<file path="src/rtl/entrada_pkg.sv">
// Shared definitions for the two-digit keypad entry path: FSM state encoding,
// digit/value limits and the tens*10+units arithmetic helper.
package entrada_pkg;

  typedef enum logic {
    DECENA = 1'b0,
    UNIDAD = 1'b1
  } estado_e;

  localparam logic [3:0] DECENA_MAX = 4'd6;
  localparam logic [3:0] DIGITO_MAX = 4'd9;
  localparam logic [6:0] NUMERO_MAX = 7'd63;

  // tens*10 + units built from shifts so no multiplier is needed; 7 bits
  // holds the worst case (6*10 + 15 = 75) so the range check is exact.
  function automatic logic [6:0] calc_valor(input logic [2:0] decena,
                                            input logic [3:0] unidad);
    logic [6:0] d7;
    d7 = {4'b0000, decena};
    return (d7 << 3) + (d7 << 1) + {3'b000, unidad};
  endfunction

endpackage

</file>
<file path="src/rtl/capturador_numero_2digitos_detector_flanco.sv">
// Registered rising-edge detector: one-cycle pulse on the first cycle a level
// input is seen high. The previous-level register resets to 0, so a level
// already high when reset releases yields a pulse on the first cycle.
module detector_flanco (
  input  logic Reloj,
  input  logic Reset_n,
  input  logic Tecla,
  output logic Pulso
);

  logic previo_q;

  // Remember last cycle's level.
  always_ff @(posedge Reloj) begin
    if (!Reset_n) previo_q <= 1'b0;
    else          previo_q <= Tecla;
  end

  assign Pulso = Tecla & ~previo_q;

endmodule

</file>
<file path="src/rtl/capturador_numero_2digitos.sv">
// Two-digit keypad entry capture (tens then units) producing a 6-bit value
// for the set-membership comparator. Illegal digits and values above 63 are
// rejected with an Error pulse. Borrar aborts the entry with no pulse.
//
// Optional feature: define ENTRADA_TIMEOUT_EN to abandon an entry (with an
// Error pulse) when no units digit arrives within TIMEOUT_CICLOS cycles.
//
// Handshake: Valido and Error are single-cycle pulses, mutually exclusive,
// registered one cycle after the accepting key edge; Numero is stable between
// Valido pulses and there is no back-pressure from the comparator.
module capturador_numero_2digitos
  import entrada_pkg::*;
#(
  parameter int TIMEOUT_CICLOS = 50_000_000
) (
  input  logic       Reloj,
  input  logic       Reset_n,
  input  logic [3:0] Digito,
  input  logic       Tecla,
  input  logic       Borrar,
  output logic [5:0] Numero,
  output logic       Valido,
  output logic       Error,
  output logic       Ocupado,
  output estado_e    Estado_dbg
);

  logic       flanco;
  estado_e    estado_q, estado_d;
  logic [2:0] decena_q, decena_d;
  logic [5:0] numero_q, numero_d;
  logic       valido_q, valido_d;
  logic       error_q, error_d;
  logic [6:0] valor;
  logic       timeout;

  detector_flanco u_flanco (
    .Reloj  (Reloj),
    .Reset_n(Reset_n),
    .Tecla  (Tecla),
    .Pulso  (flanco)
  );

  assign valor = calc_valor(decena_q, Digito);

`ifdef ENTRADA_TIMEOUT_EN
  localparam int CNT_W = (TIMEOUT_CICLOS > 1) ? $clog2(TIMEOUT_CICLOS) : 1;
  logic [CNT_W-1:0] cnt_q, cnt_d;

  // Counter runs only while waiting for the units digit; zero elsewhere so
  // it starts from 0 every time UNIDAD is entered.
  always_comb begin
    cnt_d = '0;
    if (estado_q == UNIDAD) cnt_d = cnt_q + 1'b1;
  end

  // Counter register.
  always_ff @(posedge Reloj) begin
    if (!Reset_n) cnt_q <= '0;
    else          cnt_q <= cnt_d;
  end

  assign timeout = (estado_q == UNIDAD) && (cnt_q == CNT_W'(TIMEOUT_CICLOS - 1));
`else
  logic unused_timeout_param;
  assign unused_timeout_param = ^TIMEOUT_CICLOS;
  assign timeout = 1'b0;
`endif

  // Next state and output pulses; Borrar first, then an accepted key, then
  // the timeout (a key on the timeout cycle wins).
  always_comb begin
    estado_d = estado_q;
    decena_d = decena_q;
    numero_d = numero_q;
    valido_d = 1'b0;
    error_d  = 1'b0;
    if (Borrar) begin
      estado_d = DECENA;
    end else if (flanco) begin
      case (estado_q)
        DECENA: begin
          if (Digito <= DECENA_MAX) begin
            decena_d = Digito[2:0];
            estado_d = UNIDAD;
          end else begin
            error_d = 1'b1;
          end
        end
        UNIDAD: begin
          estado_d = DECENA;
          if ((Digito <= DIGITO_MAX) && (valor <= NUMERO_MAX)) begin
            numero_d = valor[5:0];
            valido_d = 1'b1;
          end else begin
            error_d = 1'b1;
          end
        end
        default: estado_d = DECENA;
      endcase
    end else if (timeout) begin
      estado_d = DECENA;
      error_d  = 1'b1;
    end
  end

  // State and registered outputs.
  always_ff @(posedge Reloj) begin
    if (!Reset_n) begin
      estado_q <= DECENA;
      decena_q <= 3'd0;
      numero_q <= 6'd0;
      valido_q <= 1'b0;
      error_q  <= 1'b0;
    end else begin
      estado_q <= estado_d;
      decena_q <= decena_d;
      numero_q <= numero_d;
      valido_q <= valido_d;
      error_q  <= error_d;
    end
  end

  assign Numero     = numero_q;
  assign Valido     = valido_q;
  assign Error      = error_q;
  assign Ocupado    = (estado_q == UNIDAD);
  assign Estado_dbg = estado_q;

endmodule

</file>
<file path="config.mk">
export PLATFORM = sky130hd
export DESIGN_NAME = capturador_numero_2digitos
export DESIGN_NICKNAME = d
export VERILOG_FILES = /design/src/rtl/entrada_pkg.sv /design/src/rtl/capturador_numero_2digitos_detector_flanco.sv /design/src/rtl/capturador_numero_2digitos.sv
export SDC_FILE = /design/constraint.sdc
export NUM_CORES = 1
export LEC_CHECK = 0
export CAP_MARGIN = 15
export CORE_MARGIN = 2
export CORE_UTILIZATION = 46
export CTS_CLUSTER_DIAMETER = 150
export CTS_CLUSTER_SIZE = 25
export DETAILED_ROUTE_END_ITERATION = 7
export MAX_ROUTING_LAYER = met4
export PLACE_DENSITY = 0.76
export SLEW_MARGIN = 30
export SYNTH_ARGS = -nofsm -noshare
export SYNTH_HDL_FRONTEND = slang
export SYNTH_SLANG_ARGS = --single-unit
</file>
<file path="constraint.sdc">
create_clock -name Reloj -period 2.8 [get_ports Reloj]
set_input_delay 0.56 -clock Reloj [delete_from_list [all_inputs] [get_ports Reloj]]
set_output_delay 0.56 -clock Reloj [all_outputs]
set_load 0.02 [all_outputs]
</file>
Word-level counts from Yosys, hierarchy flattened:

Index checks and enable logic that the tools add are counted.

* output and inout bits: 10
* logic and storage cells: 29
* input bits: 8
* flip-flop bits (word level): 13

* add/sub/neg operators: 2
* multiplexer cells: 6
* $lt $le $gt $ge: 3
* reduce and logical (&&, ||, !) cells: 6
* bitwise operators: 6

Operators with widths (number)
* $reduce_and A4 Y1: 2
* $add A6 B4 Y7: 1
* $add A7 B4 Y7: 1
* $le A7 B6 Y1 const B: 1
* $not A1 Y1: 5
* $le A4 B3 Y1 const B: 1
* $le A4 B4 Y1 const B: 1
* $mux W1: 4
* $pmux W1 S2: 2
* $reduce_or A4 Y1: 1
* $reduce_or A3 Y1: 1
* $reduce_or A2 Y1: 1
* $and A1 B1 Y1: 1
* $logic_and A1 B1 Y1: 1

Logic depth before layout (Yosys ltp):

Gate-level depths: netlist (run 1).

* depth in word-level cells: 6
* gate-level depth with buffers: 8
* mapped depth without buffers: 8

By module:

From an unflattened synthesis (run 1), not the netlist that was laid out.

* cell total of the unflattened synthesis: 75
* area total of the unflattened synthesis: 734.5 µm²

By module, submodules not included
* capturador_numero_2digitos: seq. area each 240.2 µm², instances 1, cells each 72, area an instance 694.4 µm²
* detector_flanco: seq. area each 20.0 µm², instances 1, cells each 3, area an instance 40.0 µm²

Worst setup path before layout (run 1):

Ideal clock, no wire load.

* kind: input to register
* from: input port Digito[3]
* to: register numero_q[3], in the netlist Numero[3]
* path buffers: 0
* setup time: 0.081 ns
* cell stages on the path: 7
* slack: 0.488 ns
* data arrival time: 2.232 ns
* path through: inv_1 > fa_1 > fa_1 > nor2b_4 > o21a_1 > nor2_1 > a211oi_2

* word-level cells in the longest chain between the ends: 4
* elaborated cells between the ends (all ways): 5
* those cells by class: add/sub (1); order compare (2); reduce/logical (2)

Ends and longest elaborated chain
* from (decl): RTL line capturador_numero_2digitos.sv:18 `input logic [3:0] Digito,`
* $add A7 B4 Y7: RTL line entrada_pkg.sv:20 `return (d7 << 3) + (d7 << 1) + {3'b000, unidad};`
* $le A7 B6 Y1: RTL line capturador_numero_2digitos.sv:92 `if ((Digito <= DIGITO_MAX) && (valor <= NUMERO_MAX)) begin`
* $logic_and A1 B1 Y1: RTL line capturador_numero_2digitos.sv:92
* $reduce_and A4 Y1 (no line)
* to (signal assigned): RTL line capturador_numero_2digitos.sv:118 `numero_q <= numero_d;`
* to (decl): RTL line capturador_numero_2digitos.sv:31 `logic [5:0] numero_q, numero_d;`

Parallel ways exist; a longest one is shown, timed or not.
A chain may end at the register's enable or synchronous reset.

Worst setup path after layout (run 1):

Same ends and word-level chain as after synthesis.

==> impl_results.md, run 1 <==
* Critical R2R Capture: Numero[3]
* Wirelength, routed at approximately 1.5 mm
* MaxCap Viol Count at 0
* Data required time at the worst endpoint at 3.00 ns
* Routed len/inst at 12.79 um
* Fin. max-slew vios at 0
* Status: complete, no violations
* Number of remaining DRC errors at 0
* First-pass GRT wire length at between 2 and 3 mm
* Worst R2R Start: decena_q[2]
* Pint at about 0.27 mW
* Post-synthesis async set-or-reset flop share at 0
* Worst supply voltage drop on vdd at 289.5 uV
* Largest net degree at the start of global routing at 11
* Vias in the first global route at 606
* CTS tree: built
* Hold wc startpoint: Numero[5]
* Relative slew slack at 0.7235
* Critical path arrival at 2.79 ns
* Layout cells sized above 1 at 0.1616
* Total Power at 0.3567 mW
* Vias at 618
* Die Y at 43.45 um
* Die Footprint at 1887 sq um
* PwrDens at 373.7 nW/um^2
* Syn Area/Cell at 9.542 sq um
* Hold Fails Final Rpt at 0
* CP Max Fanout at 6
* CTS H-tree depth at 1
* Core Area at between 1000 and 1500 sq um
* Crit end category: flip-flop
* Routability congestion estimate at 0.8113
* Nets@finish at 115
* Setup violators final at 0
* Max clock buf depth at 2
* Total GRT Usage at 0.1957
* Clock Root Buffer: clkbuf_4
* R2R Setup Slk at about 0.5 ns
* Clk pwr share at 0.321
* Final clock skew at 0.007436 ns
* Synth area leaders: dfxtp_1, ha_1, a21oi_1
* Synth top cells by count: dfxtp_1, a21oi_1, inv_1, nand3_1, nand2_1
* First-iteration detailed-routing DRC count at 3
* Post-route ant nets at 0
* Post-DP HPWL at 1.187 mm
* First-pass DRT Iterations at 3
* Worst setup SP type: input port
* Logic gate share of total power at 0.144
* Count leader, synth: dfxtp_1
* Flops & latches, synth at 13
* Critical path type: input port to flip-flop
* EDFF count, synth at 0
* Sink Count at 13
* R2r worst-path depth at 7
* Hold crit path type: flip-flop to flip-flop
* Tmin final at 2.592 ns
* Layout area overhead at 33.39%
* Initial Util at 0.4807
* Syn Inst Count at 75
* Synth Net Count at 90
* Cts hold-fix bufs at 0
* Seq/Total Area, Yosys at 0.3636
* P_sw at 0.08753 mW
* Hold depth at 2
* Post-synth top area cell: dfxtp_1
* TNS Setup at 0 ns
* Slew @ Worst Pin at 0.4147 ns
* Synth Flop Type: dfxtp_1
* Clock Latency Late Sink at 0.27 ns
* Sw Ratio at 0.2454
* Ys Warns at 0
* FMAX at 385.7 MHz
* Part of the power in registers at 0.535
* Clk pin slew, worst setup/hold paths at 0.08 ns
* Fin crit share at 0.9259
* Core Rows at 14
* Post-synth top area share at 0.3636
* Initial antenna violation count at 0
* Die Wd at 43.45 um
* Unrepaired setup endpoints after global routing: no
* LEAKAGE at 0.3576 nW
* Synth cell types at 29
* N_diodes at 0
* CTS buffer count at 3
* Endpoint, Worst Hold: Numero[5]
* PortBufs at 17
* Synth Cell Area at roughly 720 sq um
* Post-CTS Setup Bufs at 0
* Num ports at 18
* Post-CTS sizing at 0
* Total gr overflow at 0
* Via-to-Cell Ratio at 5.374
state kept, by name, summed over array words and instances, names as in the netlist:
signal	count
decena_q	3
Valido	1
u_flanco.previo_q	1
Estado_dbg	1
Numero	6
Error	1
cells by family (layout without fill, tap and decap cells):
logic type,Yosys count,in the layout,synth area share
buffers and inverters,9,33,0.05245
adders and majority gates,7,7,0.1434
AOI/OAI and AO/OA,21,21,0.2098
xor gates and xnor gates,2,2,0.02448
and+or+nand+nor,22,22,0.1923
DFF,13,13,0.3636
muxes,1,1,0.01399
stage by stage:
step	setup slack, ns	hold slack [ns]	utilization	std cells	cell area, sq um
6_report	0.2076	0.4736	0.6412	115	954.7
5_1_grt	0.09561	0.4982	0.6412	115	954.7
4_1_cts	0.1953	0.4797	0.6412	115	954.7
3_5_place_dp	-0.08511	0.4721	0.6235	111	928.4
3_3_place_gp	-0.01316	0.4642	0.6235	111	928.4
2_1_floorplan	0.4877	0.4530	-	75	715.7
layout by cell type, fill, tap and decap left out:
| cell | instances |
|---|---|
| nand3_1 | 7 |
| and4b_2 | 1 |
| and2_1 | 1 |
| nand2_1 | 6 |
| inv_1 | 7 |
| o21ai_4 | 1 |
| nor2b_2 | 1 |
| o21ai_0 | 4 |
| nor2b_4 | 1 |
| a21o_1 | 1 |
| a311oi_1 | 1 |
| nor3_1 | 1 |
| o21a_1 | 1 |
| dfxtp_1 | 13 |
| a21oi_1 | 9 |
| ha_1 | 5 |
| clkbuf_4 | 3 |
| a211oi_2 | 1 |
| clkdlybuf4s50_1 | 17 |
| nand4b_1 | 1 |
| a311oi_2 | 1 |
| xnor2_1 | 2 |
| mux2i_1 | 1 |
| nor3_2 | 1 |
| buf_4 | 4 |
| fa_1 | 2 |
| o21ai_2 | 1 |
| nor3b_2 | 1 |
| o2bb2ai_1 | 1 |
| clkinv_1 | 1 |
| nor2_1 | 1 |
| clkbuf_1 | 1 |
per-layer routing:
| layer | routed length [um] | share of wire | GRT usage |
|---|---|---|---|
| met5 | 0 | 0 | - |
| met3 | 39 | 0.027 | 0.03750 |
| met4 | 31 | 0.021 | 0.09091 |
| met1 | 682 | 0.46 | 0.2474 |
| met2 | 718 | 0.49 | 0.3015 |
power by group through the flow:
stage	registers (mW)	clock network, mW	logic, mW
3_5_place_dp	0.195	0	0.0516
3_3_place_gp	0.195	0	0.0504
6_report	0.191	0.114	0.0514
5_1_grt	0.192	0.131	0.0577
4_1_cts	0.191	0.118	0.0520
2_1_floorplan	0.196	0	0.0254
final cells by class:
cell class,count,area [sq um]
fill,138,534.3
multi-input combinational,53,417.9
sequential,13,260.3
timing repair buffer,21,200.2
inverter,8,30.03
clock buffer,4,26.28
tap,16,20.02
worst max-delay path, cell delays in order:
cell	delay [ns]
clkdlybuf4s50_1	0.47
inv_1	0.06
fa_1	0.53
fa_1	0.50
nor2b_4	0.14
o21a_1	0.22
nor2_1	0.10
a211oi_2	0.21
worst max path at each step:
stage / startpoint / end / slack [ns] / cells past startpoint
final: Digito[3] / Numero[3] / 0.21 / 8
after global routing: Digito[3] / Numero[3] / 0.1 / 8
after CTS: Digito[3] / Numero[3] / 0.20 / 8
after detailed placement: Digito[3] / Numero[3] / -0.09 / 8
after global placement: Digito[3] / Numero[3] / -0.01 / 8
after floorplan: Digito[3] / Numero[3] / 0.49 / 7
No activity file was read; power rests on OpenSTA's default activity.
==> inputs of run 2 (changes only) <==
- SKIP_CTS_REPAIR_TIMING: not set -> 1
==> results of run 2 <==
Final layout, timing and power as in run 1 (identical DEF).
